[src/rtl/handshake_fifo_152.sv]
// handshake_fifo_152 -- valid/ready FIFO with registered storage.
//
// Purpose:
//   Buffers up to DEPTH words between an upstream producer and a downstream
//   consumer using a valid/ready handshake on both sides. Data leaves in strict
//   arrival order. ins_ready depends on registered occupancy only, so there is no
//   combinational path from outs_ready to ins_ready.
//
// Parameters:
//   DATA_WIDTH  width of the data channel
//   DEPTH       number of storage slots (power of two, >= 2)
//
// Ports:
//   clk         rising-edge clock
//   rst         synchronous active-high reset (clears count and pointers only)
//   ins         upstream data
//   ins_valid   upstream data valid
//   ins_ready   FIFO can accept data (count != DEPTH)
//   outs        head-of-queue data (all-zeros when empty)
//   outs_valid  outs holds valid data
//   outs_ready  downstream accepts data
//
// Configuration:
//   HANDSHAKE_FIFO_152_BYPASS_EN  when defined, an empty FIFO forwards ins to outs
//                                 combinationally; a word taken by the consumer in
//                                 that same cycle never touches storage.
module handshake_fifo_152 #(
   parameter int unsigned DATA_WIDTH = 32,
   parameter int unsigned DEPTH      = 4
) (
   input  logic                  clk,
   input  logic                  rst,
   input  logic [DATA_WIDTH-1:0] ins,
   input  logic                  ins_valid,
   output logic                  ins_ready,
   output logic [DATA_WIDTH-1:0] outs,
   output logic                  outs_valid,
   input  logic                  outs_ready
);

   localparam int unsigned PtrW = $clog2(DEPTH);
   localparam int unsigned CntW = $clog2(DEPTH + 1);
   localparam logic [PtrW-1:0] LastPtr = PtrW'(DEPTH - 1);
   localparam logic [CntW-1:0] FullCnt = CntW'(DEPTH);

   logic [DATA_WIDTH-1:0] storage_q [DEPTH];
   logic [PtrW-1:0]       wr_ptr_q, wr_ptr_d;
   logic [PtrW-1:0]       rd_ptr_q, rd_ptr_d;
   logic [CntW-1:0]       count_q, count_d;

   logic empty;
   logic push;
   logic pop;
   logic bypass;

   assign empty     = (count_q == '0);
   assign ins_ready = (count_q != FullCnt);

`ifdef HANDSHAKE_FIFO_152_BYPASS_EN
   // Empty FIFO: present the upstream word directly. If the consumer takes it
   // now, the transfer completes here and nothing is stored.
   assign bypass     = empty & ins_valid & outs_ready;
   assign outs_valid = empty ? ins_valid : 1'b1;
   assign outs       = empty ? ins : storage_q[rd_ptr_q];
`else
   assign bypass     = 1'b0;
   assign outs_valid = ~empty;
   assign outs       = empty ? '0 : storage_q[rd_ptr_q];
`endif

   assign push = ins_valid & ins_ready & ~bypass;
   // Pops only ever come from storage; a bypassed word is not a pop.
   assign pop  = ~empty & outs_ready;

   always_comb begin
      wr_ptr_d = wr_ptr_q;
      rd_ptr_d = rd_ptr_q;
      count_d  = count_q;
      if (push) begin
         wr_ptr_d = (wr_ptr_q == LastPtr) ? '0 : wr_ptr_q + 1'b1;
      end
      if (pop) begin
         rd_ptr_d = (rd_ptr_q == LastPtr) ? '0 : rd_ptr_q + 1'b1;
      end
      case ({push, pop})
         2'b10:   count_d = count_q + 1'b1;
         2'b01:   count_d = count_q - 1'b1;
         default: count_d = count_q;
      endcase
   end

   always_ff @(posedge clk) begin
      if (rst) begin
         wr_ptr_q <= '0;
         rd_ptr_q <= '0;
         count_q  <= '0;
      end else begin
         wr_ptr_q <= wr_ptr_d;
         rd_ptr_q <= rd_ptr_d;
         count_q  <= count_d;
      end
   end

   // Storage is intentionally not reset; the reset-cycle handshake is dropped.
   always_ff @(posedge clk) begin
      if (push && !rst) begin
         storage_q[wr_ptr_q] <= ins;
      end
   end

`ifndef SYNTHESIS
   count_in_range: assert property (@(posedge clk) disable iff (rst) count_q <= FullCnt);

   held_output_stable: assert property (@(posedge clk) disable iff (rst)
      (outs_valid && !outs_ready) |=> (outs_valid && $stable(outs)));
`endif

endmodule

[config.mk]
export PLATFORM = sky130hd
export DESIGN_NAME = handshake_fifo_152
export DESIGN_NICKNAME = d
export VERILOG_FILES = /design/src/rtl/handshake_fifo_152.sv
export SDC_FILE = /design/constraint.sdc
export NUM_CORES = 1
export LEC_CHECK = 0
export CORE_MARGIN = 2
export CORE_UTILIZATION = 54
export DETAILED_ROUTE_END_ITERATION = 10
export PLACE_DENSITY_LB_ADDON = 0.12
export SYNTH_ARGS = -nofsm -noshare
export SYNTH_HDL_FRONTEND = slang
export SYNTH_SLANG_ARGS = --single-unit
[constraint.sdc]
create_clock -name clk -period 5.2 [get_ports clk]
set_input_delay 0.78 -clock clk [delete_from_list [all_inputs] [get_ports clk]]
set_output_delay 0.78 -clock clk [all_outputs]
set_load 0.01 [all_outputs]
==> summary.md <==
| Metric | Value |
|---|---|
| Outcome | complete, no violations |
| Clock slew at reported path FFs | 0.06 ns |
| Final wirelength | 8.96 mm |
| Setup WS pre-CTS | slightly below 2 ns |
| Resized Gates After CTS | 0 |
| Fmax achieved | about 270 MHz |
| VDD IR-drop max | roughly 0.26 mV |
| Clk buf depth | 2 |
| Worst-path fanout max | 20 |
| PortBufs | 69 |
| Leak Pwr | around 2.2 nW |
| Critical Path Source Type | flop |
| Initial Util | around 55% |
| Yosys reg bits | ~140 |
| Synthesis-to-finish area growth | 27.1% |
| Post-CTS setup buffers | 0 |
| Synthesized-area fraction occupied by adder cells | 1.78% |
| Die Y | 103 um |
| Post-Syn Nets | 297 |
| Via count | between 2000 and 3000 |
| Top cells by area, synth | edfxtp_1 (72%), mux4_2 (14%), nor2b_1 (3.8%), dfxtp_1 (3.4%), ha_1 (1.4%) |
| Ys Warns | 0 |
| Simple-gate area share of the yosys netlist | under 10% |
| Max-slew violation count | 0 |
| Hold-fix buffers, CTS | 0 |
| Dominant synthesized flop cell | edfxtp_1 |
| Final Cycle Share | a little over 70% |
| Final net count | roughly 380 |
| Full die area | ~0.011 mm2 |
| Post-synth top area share | between 70 and 80% |
| Tot GR Track Use | approximately 18% |
| DRT Pass-1 Iters | 4 |
| Clock Skews | 0.00409 ns |
| Max Cap Viol | 0 |
| Vias in the first global route | 2517 |
| Area of the mapped netlist | around 0.0053 mm2 |
| CORE AREA | 0.00968 mm2 |
| Fin crit period | roughly 3.7 ns |
| WP data required | 4.42 ns |
| Setup ws final | ~1.5 ns |
| Post-Syn Instances | ~250 |
| RSZ-0062 raised after global routing | no |
| Multiplexer share of the synthesized area | between 10% and 20% |
| Max_slew headroom | a little over a quarter |
| DP HPWL | approximately 5.3 mm |
| Count of cell types in the netlist | 25 |
| Sink Count | around 140 |
| Antenna Nets Post-Route | 0 |
| Layout cell share with drive strength beyond 1 | a little under a quarter |
| Synth cell count leaders | edfxtp_1 (128), mux4_2 (32), nor2b_1 (32), dfxtp_1 (9), inv_1 (7) |
| Main combinational cell family by area after synthesis | multiplexers |
| Final hold violations | 0 |
| Inserted Clock Buffers | 17 |
| Avg Inst Size Synth | roughly 21 um2 |
| Clock tree root driver cell | clkbuf_8 |
| Diodes inserted | 0 |
| Seq/Total Area, Yosys | between 70% and 80% |
| Critical path class | flop to primary output |
| CTS tree | built |
| CP endpoint kind | primary output |
| Initial antenna violation count | 0 |
| Gr ovfl total | 0 |
| XOR/XNOR Fraction of Synth Area | 0.328% |
| HP Class | flop to flop |
| Final TNS setup | 0 ns |
| Largest net degree at the start of global routing | 33 |
| Post-DR wirelength/cell | approximately 19 um |
| Post-synth ARST share | 0% |
| Final Wtd Congestion | 0.703 |
| Power per cell area | roughly 500 mW/mm2 |
| H-tree levels | 4 |
| First-pass GRT wire length | approximately 14 mm |
| Vias per Instance | 5.33 |
| Drc violations | 0 |
| Die W | between 100 and 150 um |
| Synth Area in Compound Gates | less than 1% |
| DRT iter0 DRCs | 112 |
| IO Pins | 70 |
| Num rows | 36 |
| Post-synth EDFFs | between 100 and 150 |
| Setup violations, final | 0 |
| Clock latency on the worst-skew pair | ~0.51 ns |
| Post-synth top area cell | edfxtp_1 |
| Worst Hold Margin | about 0.49 ns |
| Most frequent cell after synthesis | edfxtp_1 |
| Critical path data arrival time | just under 3 ns |
| Worst slew pin tran | roughly 1.1 ns |
==> where the power goes <==
part | switching [mW] | internal, mW | leakage [nW] | total, mW
sequential | 0.0822 | 1.28 | 1.24 | 1.37
clock | 0.447 | 0.683 | 0.258 | 1.13
combinational | 0.381 | 0.522 | 0.687 | 0.903
==> per-stage QoR <==
step	std cells	util, %	instance area [um2]	total power [mW]
after floorplan	254	-	5330	1.88
after global placement	452	64.1	6210	2.30
after detailed placement	452	64.1	6210	2.31
after CTS	484	70.0	6780	3.44
after global routing	484	70.0	6780	3.56
final	484	70.0	6780	3.40
==> final timing paths <==
path,start,to,slack [ns],cells past startpoint
worst min-delay path,rd_ptr_q[0]$_SDFFE_PP0P_,flop,0.49,2
worst max register to register,count_q[2]$_SDFFE_PP0P_,count_q[2]$_SDFFE_PP0P_,2.88,8
worst max-delay path,flop,outs[27],1.49,4
worst min register to register,rd_ptr_q[0]$_SDFFE_PP0P_,flop,0.49,2
==> layer usage <==
metal	vias to the layer above	routed length, um	track usage (%)
li1	1174	-	-
met4	0	57	6.38
met2	81	4560	28.3
met1	1317	3810	23.3
met5	-	0	0
met3	6	538	6.12
==> critical path, cell delays in order (launching register included) <==
cell and delay, ns:
dfxtp_2 0.82, buf_4 0.41, mux4_2 0.54, nor2b_1 0.14, clkdlybuf4s50_1 0.50
==> layout make-up <==
cell class | count | area [um2]
clock buffers | 18 | 418
clock inverters | 14 | 149
fillers | 622 | 2910
inverters | 7 | 26.3
multi-input cells | 99 | 1230
flip-flops and latches | 137 | 4030
well taps | 133 | 166
repair buffers | 76 | 756
==> flip-flops by register name, summed over array words and instances, names as in the netlist, named ones only <==
signal / count
wr_ptr_q: 2
storage_q: 128
count_q: 3
rd_ptr_q: 2
==> logic make-up (layout without fill, tap and decap cells) <==
group | count (synthesis) | in the layout
flip-flops | 137 | 137
AND/OR/NAND/NOR | 50 | 50
multiplexers | 35 | 35
buffers and inverters | 18 | 115
adder cells (fa/ha/maj) | 7 | 7
AO/OA/AOI/OAI | 5 | 5
XOR/XNOR | 2 | 2
==> layout by cell type, fill, tap and decap left out, types with 3 or more instances in the layout <==
master           Yosys  routed
clkdlybuf4s50_1      0      69
nor3b_2              0       4
clkbuf_16            0      16
inv_1                7       7
dfxtp_1              9       7
nor2_1               5       5
clkinvlp_4           0       6
inv_6                0       3
edfxtp_1           128     128
buf_4                0       6
a21oi_1              3       3
nor2b_1             32      32
ha_1                 6       6
mux4_2              32      32
No activity file was read; power rests on OpenSTA's default activity.
